File: config.mk
export PLATFORM = sky130hd
export DESIGN_NAME = uk101_video_timing_flat
export DESIGN_NICKNAME = d
export VERILOG_FILES = /design/src/rtl/uk101_video_timing_if.sv /design/src/rtl/uk101_video_timing.sv /design/src/flat_wrapper.sv
export SDC_FILE = /design/constraint.sdc
export NUM_CORES = 1
export LEC_CHECK = 0
export BUFFER_PORTS_ARGS = -buffer_cell sky130_fd_sc_hd__buf_4
export CORE_ASPECT_RATIO = 1.4
export CORE_MARGIN = 1.5
export CORE_UTILIZATION = 62
export CTS_CLUSTER_DIAMETER = 150
export DETAILED_ROUTE_END_ITERATION = 8
export HOLD_SLACK_MARGIN = 0.15
export PLACE_DENSITY = 0.85
export SYNTH_ARGS = -nofsm -noshare
export SYNTH_HDL_FRONTEND = slang
export SYNTH_SLANG_ARGS = --single-unit
export TNS_END_PERCENT = 50
File: constraint.sdc
create_clock -name clk_sys -period 5.83 [get_ports clk_sys]
set_input_delay 0.2915 -clock clk_sys [delete_from_list [all_inputs] [get_ports clk_sys]]
set_output_delay 0.2915 -clock clk_sys [all_outputs]
set_load 0.01 [all_outputs]
File: src/rtl/uk101_video_timing_if.sv
// rtl/uk101_video_timing_if.sv - raster timing bundle between the UK101 timing generator and its consumers
interface uk101_video_timing_if #(
  parameter int HW = 10,
  parameter int VW = 9
);
  logic          mode_sel;
  logic          ce_pix;
  logic [HW-1:0] hcount;
  logic [VW-1:0] vcount;
  logic          hblank;
  logic          vblank;
  logic          hsync;
  logic          vsync;
  logic          frame_start;
  logic          mode_active;

  modport master (
    input  mode_sel,
    output ce_pix, hcount, vcount, hblank, vblank,
    output hsync, vsync, frame_start, mode_active
  );

  modport slave (
    output mode_sel,
    input  ce_pix, hcount, vcount, hblank, vblank,
    input  hsync, vsync, frame_start, mode_active
  );
endinterface

File: src/rtl/uk101_video_timing.sv
// rtl/uk101_video_timing.sv - UK101 raster timing generator with two geometries switched at frame wrap
module uk101_video_timing #(
  parameter int CE_DIV  = 6,
  parameter int HW      = 10,
  parameter int VW      = 9,
  parameter int H_ACT0  = 384,
  parameter int H_FP0   = 40,
  parameter int H_SYNC0 = 40,
  parameter int H_BP0   = 68,
  parameter int V_ACT0  = 256,
  parameter int V_FP0   = 24,
  parameter int V_SYNC0 = 4,
  parameter int V_BP0   = 28,
  parameter int H_ACT1  = 448,
  parameter int H_FP1   = 24,
  parameter int H_SYNC1 = 40,
  parameter int H_BP1   = 20,
  parameter int V_ACT1  = 240,
  parameter int V_FP1   = 32,
  parameter int V_SYNC1 = 4,
  parameter int V_BP1   = 36,
  parameter bit SYNC_POL = 1'b0
) (
  input logic                  clk_sys,
  input logic                  reset,
  uk101_video_timing_if.master vid
);

  localparam int H_TOT0 = H_ACT0 + H_FP0 + H_SYNC0 + H_BP0;
  localparam int V_TOT0 = V_ACT0 + V_FP0 + V_SYNC0 + V_BP0;
  localparam int H_TOT1 = H_ACT1 + H_FP1 + H_SYNC1 + H_BP1;
  localparam int V_TOT1 = V_ACT1 + V_FP1 + V_SYNC1 + V_BP1;
  localparam int DW     = (CE_DIV > 2) ? $clog2(CE_DIV) : 1;

  if (CE_DIV < 2 || CE_DIV > 16) begin : g_bad_ce_div
    $error("uk101_video_timing: CE_DIV must be in 2..16");
  end
  if (H_ACT0 < 1 || H_FP0 < 1 || H_SYNC0 < 1 || H_BP0 < 1 ||
      H_ACT1 < 1 || H_FP1 < 1 || H_SYNC1 < 1 || H_BP1 < 1) begin : g_bad_h_region
    $error("uk101_video_timing: every horizontal region must be at least 1");
  end
  if (V_ACT0 < 1 || V_FP0 < 1 || V_SYNC0 < 1 || V_BP0 < 1 ||
      V_ACT1 < 1 || V_FP1 < 1 || V_SYNC1 < 1 || V_BP1 < 1) begin : g_bad_v_region
    $error("uk101_video_timing: every vertical region must be at least 1");
  end
  if (H_TOT0 > (1 << HW) || H_TOT1 > (1 << HW)) begin : g_bad_h_total
    $error("uk101_video_timing: horizontal total does not fit in HW bits");
  end
  if (V_TOT0 > (1 << VW) || V_TOT1 > (1 << VW)) begin : g_bad_v_total
    $error("uk101_video_timing: vertical total does not fit in VW bits");
  end

  localparam logic [DW-1:0] DIV_LAST = DW'(CE_DIV - 1);

  // Region edges: last count, first blanked count, sync start, first count past sync.
  localparam logic [HW-1:0] H_LAST0 = HW'(H_TOT0 - 1);
  localparam logic [HW-1:0] H_A0    = HW'(H_ACT0);
  localparam logic [HW-1:0] H_SS0   = HW'(H_ACT0 + H_FP0);
  localparam logic [HW-1:0] H_SE0   = HW'(H_ACT0 + H_FP0 + H_SYNC0);
  localparam logic [HW-1:0] H_LAST1 = HW'(H_TOT1 - 1);
  localparam logic [HW-1:0] H_A1    = HW'(H_ACT1);
  localparam logic [HW-1:0] H_SS1   = HW'(H_ACT1 + H_FP1);
  localparam logic [HW-1:0] H_SE1   = HW'(H_ACT1 + H_FP1 + H_SYNC1);
  localparam logic [VW-1:0] V_LAST0 = VW'(V_TOT0 - 1);
  localparam logic [VW-1:0] V_A0    = VW'(V_ACT0);
  localparam logic [VW-1:0] V_SS0   = VW'(V_ACT0 + V_FP0);
  localparam logic [VW-1:0] V_SE0   = VW'(V_ACT0 + V_FP0 + V_SYNC0);
  localparam logic [VW-1:0] V_LAST1 = VW'(V_TOT1 - 1);
  localparam logic [VW-1:0] V_A1    = VW'(V_ACT1);
  localparam logic [VW-1:0] V_SS1   = VW'(V_ACT1 + V_FP1);
  localparam logic [VW-1:0] V_SE1   = VW'(V_ACT1 + V_FP1 + V_SYNC1);

  logic [DW-1:0] div_q;
  logic          ce_q;
  logic          fs_q;
  logic [HW-1:0] h_q;
  logic [VW-1:0] v_q;
  logic          hblank_q;
  logic          vblank_q;
  logic          hsync_q;
  logic          vsync_q;
  logic          mode_q;
  logic          mode_meta_q;
  logic          mode_pend_q;

  logic [HW-1:0] h_last;
  logic [HW-1:0] h_nx;
  logic [HW-1:0] nx_h_act;
  logic [HW-1:0] nx_h_ss;
  logic [HW-1:0] nx_h_se;
  logic [VW-1:0] v_last;
  logic [VW-1:0] v_nx;
  logic [VW-1:0] nx_v_act;
  logic [VW-1:0] nx_v_ss;
  logic [VW-1:0] nx_v_se;
  logic          h_wrap;
  logic          v_wrap;
  logic          mode_nx;

  // Wrap points follow the geometry in use; region edges follow the geometry the next pixel belongs to.
  always_comb begin
    h_last   = mode_q ? H_LAST1 : H_LAST0;
    v_last   = mode_q ? V_LAST1 : V_LAST0;
    h_wrap   = (h_q == h_last);
    v_wrap   = (v_q == v_last);
    h_nx     = h_wrap ? '0 : h_q + HW'(1);
    v_nx     = v_q;
    if (h_wrap) begin
      v_nx = v_wrap ? '0 : v_q + VW'(1);
    end
    mode_nx  = (h_wrap && v_wrap) ? mode_pend_q : mode_q;
    nx_h_act = mode_nx ? H_A1  : H_A0;
    nx_h_ss  = mode_nx ? H_SS1 : H_SS0;
    nx_h_se  = mode_nx ? H_SE1 : H_SE0;
    nx_v_act = mode_nx ? V_A1  : V_A0;
    nx_v_ss  = mode_nx ? V_SS1 : V_SS0;
    nx_v_se  = mode_nx ? V_SE1 : V_SE0;
  end

  always_ff @(posedge clk_sys or posedge reset) begin
    if (reset) begin
      div_q       <= '0;
      ce_q        <= 1'b0;
      fs_q        <= 1'b0;
      h_q         <= '0;
      v_q         <= '0;
      hblank_q    <= 1'b0;
      vblank_q    <= 1'b0;
      hsync_q     <= SYNC_POL;
      vsync_q     <= SYNC_POL;
      mode_q      <= 1'b0;
      mode_meta_q <= 1'b0;
      mode_pend_q <= 1'b0;
    end else begin
      mode_meta_q <= vid.mode_sel;
      mode_pend_q <= mode_meta_q;

      // The position cannot move at a divider wrap, so frame_start sees the pixel shown during ce_pix.
      if (div_q == DIV_LAST) begin
        div_q <= '0;
        ce_q  <= 1'b1;
        fs_q  <= (h_q == '0) && (v_q == '0);
      end else begin
        div_q <= div_q + DW'(1);
        ce_q  <= 1'b0;
        fs_q  <= 1'b0;
      end

      if (ce_q) begin
        h_q      <= h_nx;
        v_q      <= v_nx;
        mode_q   <= mode_nx;
        hblank_q <= (h_nx >= nx_h_act);
        vblank_q <= (v_nx >= nx_v_act);
        hsync_q  <= ((h_nx >= nx_h_ss) && (h_nx < nx_h_se)) ^ SYNC_POL;
        vsync_q  <= ((v_nx >= nx_v_ss) && (v_nx < nx_v_se)) ^ SYNC_POL;
      end
    end
  end

  assign vid.ce_pix      = ce_q;
  assign vid.hcount      = h_q;
  assign vid.vcount      = v_q;
  assign vid.hblank      = hblank_q;
  assign vid.vblank      = vblank_q;
  assign vid.hsync       = hsync_q;
  assign vid.vsync       = vsync_q;
  assign vid.frame_start = fs_q;
  assign vid.mode_active = mode_q;

endmodule

File: src/flat_wrapper.sv
// flat-port wrapper written by rule: the top's interface ports become plain ports
module uk101_video_timing_flat 
#(
  parameter int CE_DIV  = 6,
  parameter int HW      = 10,
  parameter int VW      = 9,
  parameter int H_ACT0  = 384,
  parameter int H_FP0   = 40,
  parameter int H_SYNC0 = 40,
  parameter int H_BP0   = 68,
  parameter int V_ACT0  = 256,
  parameter int V_FP0   = 24,
  parameter int V_SYNC0 = 4,
  parameter int V_BP0   = 28,
  parameter int H_ACT1  = 448,
  parameter int H_FP1   = 24,
  parameter int H_SYNC1 = 40,
  parameter int H_BP1   = 20,
  parameter int V_ACT1  = 240,
  parameter int V_FP1   = 32,
  parameter int V_SYNC1 = 4,
  parameter int V_BP1   = 36,
  parameter bit SYNC_POL = 1'b0
)
  (clk_sys, reset, vid_mode_sel, vid_ce_pix, vid_hcount, vid_vcount, vid_hblank, vid_vblank, vid_hsync, vid_vsync, vid_frame_start, vid_mode_active);
  uk101_video_timing_if #(.HW(HW), .VW(VW)) vid_i ();
  input logic clk_sys;
  input logic reset;
  input wire logic [$bits(vid_i.mode_sel)-1:0] vid_mode_sel;
  output wire logic [$bits(vid_i.ce_pix)-1:0] vid_ce_pix;
  output wire logic [$bits(vid_i.hcount)-1:0] vid_hcount;
  output wire logic [$bits(vid_i.vcount)-1:0] vid_vcount;
  output wire logic [$bits(vid_i.hblank)-1:0] vid_hblank;
  output wire logic [$bits(vid_i.vblank)-1:0] vid_vblank;
  output wire logic [$bits(vid_i.hsync)-1:0] vid_hsync;
  output wire logic [$bits(vid_i.vsync)-1:0] vid_vsync;
  output wire logic [$bits(vid_i.frame_start)-1:0] vid_frame_start;
  output wire logic [$bits(vid_i.mode_active)-1:0] vid_mode_active;
  assign vid_i.mode_sel = vid_mode_sel;
  assign vid_ce_pix = vid_i.ce_pix;
  assign vid_hcount = vid_i.hcount;
  assign vid_vcount = vid_i.vcount;
  assign vid_hblank = vid_i.hblank;
  assign vid_vblank = vid_i.vblank;
  assign vid_hsync = vid_i.hsync;
  assign vid_vsync = vid_i.vsync;
  assign vid_frame_start = vid_i.frame_start;
  assign vid_mode_active = vid_i.mode_active;
  uk101_video_timing #(.CE_DIV(CE_DIV), .HW(HW), .VW(VW), .H_ACT0(H_ACT0), .H_FP0(H_FP0), .H_SYNC0(H_SYNC0), .H_BP0(H_BP0), .V_ACT0(V_ACT0), .V_FP0(V_FP0), .V_SYNC0(V_SYNC0), .V_BP0(V_BP0), .H_ACT1(H_ACT1), .H_FP1(H_FP1), .H_SYNC1(H_SYNC1), .H_BP1(H_BP1), .V_ACT1(V_ACT1), .V_FP1(V_FP1), .V_SYNC1(V_SYNC1), .V_BP1(V_BP1), .SYNC_POL(SYNC_POL)) u_core (.clk_sys(clk_sys), .reset(reset), .vid(vid_i));
endmodule
After elaboration in Yosys (flattened, before gate mapping)
Cells that the tools add are included.
W data, S select, Z words.
{"block": "totals", "latch_bits": 0, "ff_bits": 31, "output_inout_bits": 26, "ramBits": 0, "romBits": 0, "memories": 0}
{"block": "op_classes", "bitwise": 0, "n_mux": 13, "n_reduce_logical": 6, "mul": 0, "div_mod_pow": 0, "n_addsub": 3, "n_shift": 0, "n_eq_ne": 3, "magnitude_cmp": 6}
{"cell": "$mux W9", "count": 3}
{"cell": "$ge A10 B10 Y1", "count": 2}
{"cell": "$mux W10", "count": 2}
{"cell": "$ge A9 B9 Y1", "count": 2}
{"cell": "$mux W7", "count": 2}
{"cell": "$add A10 B1 Y10 const B", "count": 1}
{"cell": "$eq A10 B10 Y1 const B", "count": 1}
{"cell": "$logic_not A10 Y1", "count": 1}
{"cell": "$lt A10 B10 Y1", "count": 1}
{"cell": "$add A9 B1 Y9 const B", "count": 1}
{"cell": "$eq A9 B9 Y1 const B", "count": 1}
{"cell": "$logic_not A9 Y1", "count": 1}
{"cell": "$lt A9 B9 Y1", "count": 1}
{"cell": "$mux W4", "count": 2}
{"cell": "$logic_and A1 B1 Y1", "count": 4}
{"cell": "$add A3 B1 Y3 const B", "count": 1}
{"cell": "$eq A3 B3 Y1 const B", "count": 1}
{"cell": "$mux W1", "count": 3}
{"cell": "$mux W3", "count": 1}

Longest topological paths before layout
{"block": "logic_depth", "word_depth": 6, "depth_mapped": 13, "depth_no_buf": 12}

Least setup slack after synthesis
OpenSTA, ideal clock, no wires.
{"block": "synth_timing", "path_kind": "register to register", "from": "register u_core.h_q[3], in the netlist u_core.vid.hcount[3]", "to": "register u_core.hblank_q, in the netlist u_core.vid.hblank", "required_ns": 5.753, "synth_period_minus_slack_ns": 3.230, "stages_incl_launch_ff": 12, "n_path_buf": 1, "t_arrival_ns": 3.153, "setup_slack_ns": 2.600, "path_cell_list": "dfrtp_1 buf_6 or4_4 nor4_4 nand2_1 a21boi_2 inv_1 ha_1 inv_1 o41ai_1 a21oi_1 a21oi_1"}
{"block": "synth_between", "elab_chain_len": 5}
{"item": "start: declaration", "line": "uk101_video_timing.sv:76", "rtl": "logic [HW-1:0] h_q;"}
{"item": "start signal: assignment", "line": "uk101_video_timing.sv:150", "rtl": "h_q <= h_nx;"}
{"item": "branches (longest 4 deep; another with $add A10 B1 Y10)"}
{"item": "$ge A10 B10 Y1 *", "line": "uk101_video_timing.sv:153", "rtl": "hblank_q <= (h_nx >= nx_h_act);"}
{"item": "end signal: assignment", "line": "uk101_video_timing.sv:153"}
{"item": "end: declaration", "line": "uk101_video_timing.sv:78", "rtl": "logic hblank_q;"}
Mark *: on every way between the ends.
A chain may end at the register's enable or synchronous reset.

Final worst setup path
{"block": "layout_timing", "from": "register u_core.h_q[3], in the netlist u_core.vid.hcount[3]", "to": "register u_core.hsync_q, in the netlist u_core.vid.hsync"}
{"block": "layout_between", "elab_chain_len": 6}
{"item": "branches (longest 5 deep; another with $add A10 B1 Y10)"}
{"item": "$logic_and A1 B1 Y1 *", "line": "uk101_video_timing.sv:155", "rtl": "hsync_q <= ((h_nx >= nx_h_ss) && (h_nx < nx_h_se)) ^ SYNC_POL;"}
{"item": "end signal: assignment", "line": "uk101_video_timing.sv:155"}
{"item": "end: declaration", "line": "uk101_video_timing.sv:80", "rtl": "logic hsync_q;"}
Marked as above.

==> out/results.txt <==
Yosys cell types: 48
Detail Placement HPWL: 3.431 mm
H-tree depth: 2
layout cells sized above 1: 0.1923
Layout Nets: 279
PostCTS Resize Cnt: 0
Area Growth Syn to Fin: 15.93%
area of the core: 3183 µm²
drt total wl: 4.858 mm
post-synth net total: 251
status: finished clean
period utilization: 0.5922
r2r startpoint: u_core.vid.hcount[3]$_DFFE_PP0P_
#FFs+latches synth: 31
Critical Path, Cell by Cell: or4_4, nor4_4, nand2_1, a21boi_2, inv_1, ha_1, inv_1, o21a_1, o21ai_0, o211ai_1, a21boi_0
GRT Util Overall: 0.3022
max cap viols: 0
Most used DFF post-synth: dfrtp_1
Pleak: 1.170 nW
peak supply drop: 150.9 µV
die height: 71.81 µm
post-synthesis sequential area ratio: 0.3699
delay-heaviest family, CP: compound AO/OA/AOI/OAI gates
Max FO, Critical Path: 11
Critical Path AT: 3650 ps
Mapped Area: 2097 µm²
Critical Path Stages: 11
WS Path Type: flop to flop
Worst Tran Pin Value: 535.1 ps
fmax: 289.7 MHz
initial core utilization: 0.6588
unrepaired setup endpoints after global routing: no
die footprint: 3745 µm²
CTS clk-pin slew, worst paths: 70 ps
Max stage delay on crit path: 600 ps
Final Hold Fails: 0
clk sinks: 31
clk root buf: clkbuf_8
WL per Instance: 16.25 µm
Final setup viols: 0
I/O pin count: 29
FF-to-FF setup slack: 2380 ps
gp weighted congestion: 0.9520
Rows: 24
Slew Viols, Final: 0
Pre-Repair DR Iteration Count: 6
Placed Area: 2311 µm²
largest net degree at the start of global routing: 32
Clock Latency Late Sink: 290 ps
DRT antenna net count: 0
Vias: 1883
Vias per Instance: 6.298
power after layout: 413.0 µW
Synth Instances: 231
initial DRC count: 52
CP required: 6030 ps
cts bufs inserted: 5
critical path's slowest cell: or4_4
Ys Warns: 0
Clock Skews: 10.79 ps
setup_tns: 0 ps
hold path startpoint: u_core.mode_meta_q$_DFF_PP0_
syn_area_per_cell: 9.078 µm²
Worst R2R Path Depth: 11
worst setup path start: u_core.vid.hcount[3]$_DFFE_PP0P_
Post-synth EDFFs: 0
final core utilization: 0.7638
worst rel slew slack: 0.6405
GRT overflow: 0
DRC viols: 0
Die W: 52.15 µm
Worst setup SP type: flop
most frequent cells in the layout: buf_4 (31), dfrtp_1 (31), nand2_1 (19), inv_1 (19), ha_1 (17)
Place WS: 2402 ps
global-route wire length before repair: 8.583 mm
antenna violations before repair: 0
critical path capture point type: flop
# port buffers: 28
post-route cell area: 2431 µm²
Async SR Flop Fraction: 1.000
vias in the first global route: 1860
Worst Path Buf+Inv: 2
Tmin final: 3452 ps
cell mode on critical path: inv_1
CTS tree: yes
hold path depth: 0
setup ws final: 2378 ps
Hold Crit Class: flop to flop
antenna cells: 0
CTS Buffer Depth: 2
pwr dens: 169.9 nW/µm²
==> Yosys cell counts, types with 2 or more instances <==
cell type	count	area (µm²)
dfrtp_1	31	775.7
inv_1	19	71.32
nand2_1	19	71.32
ha_1	17	212.7
nor2_1	16	60.06
a21oi_1	14	70.07
nand3_1	12	60.06
xnor2_1	11	96.34
o21ai_0	9	45.04
xor2_1	8	70.07
nand4_1	6	37.54
nor3_1	6	30.03
a31oi_1	5	31.28
clkbuf_1	5	18.77
mux2_2	5	56.30
buf_2	3	15.01
buf_4	3	22.52
nand2b_1	3	18.77
nand4b_1	3	26.28
nor4_1	3	18.77
o22ai_1	3	18.77
and3_1	2	12.51
and4_1	2	17.52
o21a_1	2	15.01
==> per-stage QoR <==
stage,instances,hold WS (ps)
after floorplan,231,322.9
after CTS,299,351.2
final,299,353.5
after global routing,299,371.7
after global placement,289,336.4
after detailed placement,289,335.8
==> area by class of cell <==
cell class              instances  area [µm²]
flip-flops and latches         31       775.7
clock buffers                   8       100.1
inverters                      20       75.07
well taps                      39       48.80
repair buffers                 33       252.7
multi-input cells             168        1179
fillers                       240       752.0
==> flip-flops by register name, summed over array words and instances, names as in the netlist <==
register and cells:
u_core.vid.vsync 1, u_core.vid.ce_pix 1, u_core.vid.hcount 10, u_core.vid.vcount 9, u_core.vid.hsync 1, u_core.vid.frame_start 1
u_core.mode_pend_q 1, u_core.mode_meta_q 1, u_core.div_q 3, u_core.vid.mode_active 1, u_core.vid.hblank 1, u_core.vid.vblank 1
==> metal layers <==
metal,track usage,share of wire,vias to the layer above
li1,-,-,870
met1,0.3469,0.38,900
met2,0.5162,0.51,79
met3,0.06250,0.054,34
met4,0.1595,0.050,0
met5,0,0,-
==> repair_timing <==
action / 4_1_cts / 5_1_grt
hold buffers: 2 / 0
buffers inserted: 0 / 0
endpoints found under the hold margin: 32 / 0
==> cell families after synthesis <==
group	share of synthesized area
simple gates	0.2184
flops	0.3699
buf+inv	0.06802
mux	0.03162
xor+xnor	0.07936
compound gates	0.1313
fa+ha+maj	0.1014
==> where the power goes <==
part / internal (mW) / switching (mW) / total [mW]
Clock: 0.108 / 0.0825 / 0.190
Combinational: 0.00221 / 0.00445 / 0.00666
Sequential: 0.216 / 0.000381 / 0.216
Total: 0.326 / 0.0873 / 0.413
==> path summary, 6_finish.rpt <==
| check | end |
|---|---|
| worst min register to register | u_core.mode_pend_q$_DFF_PP0_ |
| worst max register to register | u_core.vid.hsync$_DFFE_PP0P_ |
| max in group asynchronous | u_core.vid.vcount[8]$_DFFE_PP0P_ |
| worst min-delay path | u_core.mode_pend_q$_DFF_PP0_ |
| min in group asynchronous | u_core.vid.hsync$_DFFE_PP0P_ |
| worst max-delay path | u_core.vid.hsync$_DFFE_PP0P_ |
No activity file was read; power rests on OpenSTA's default activity.
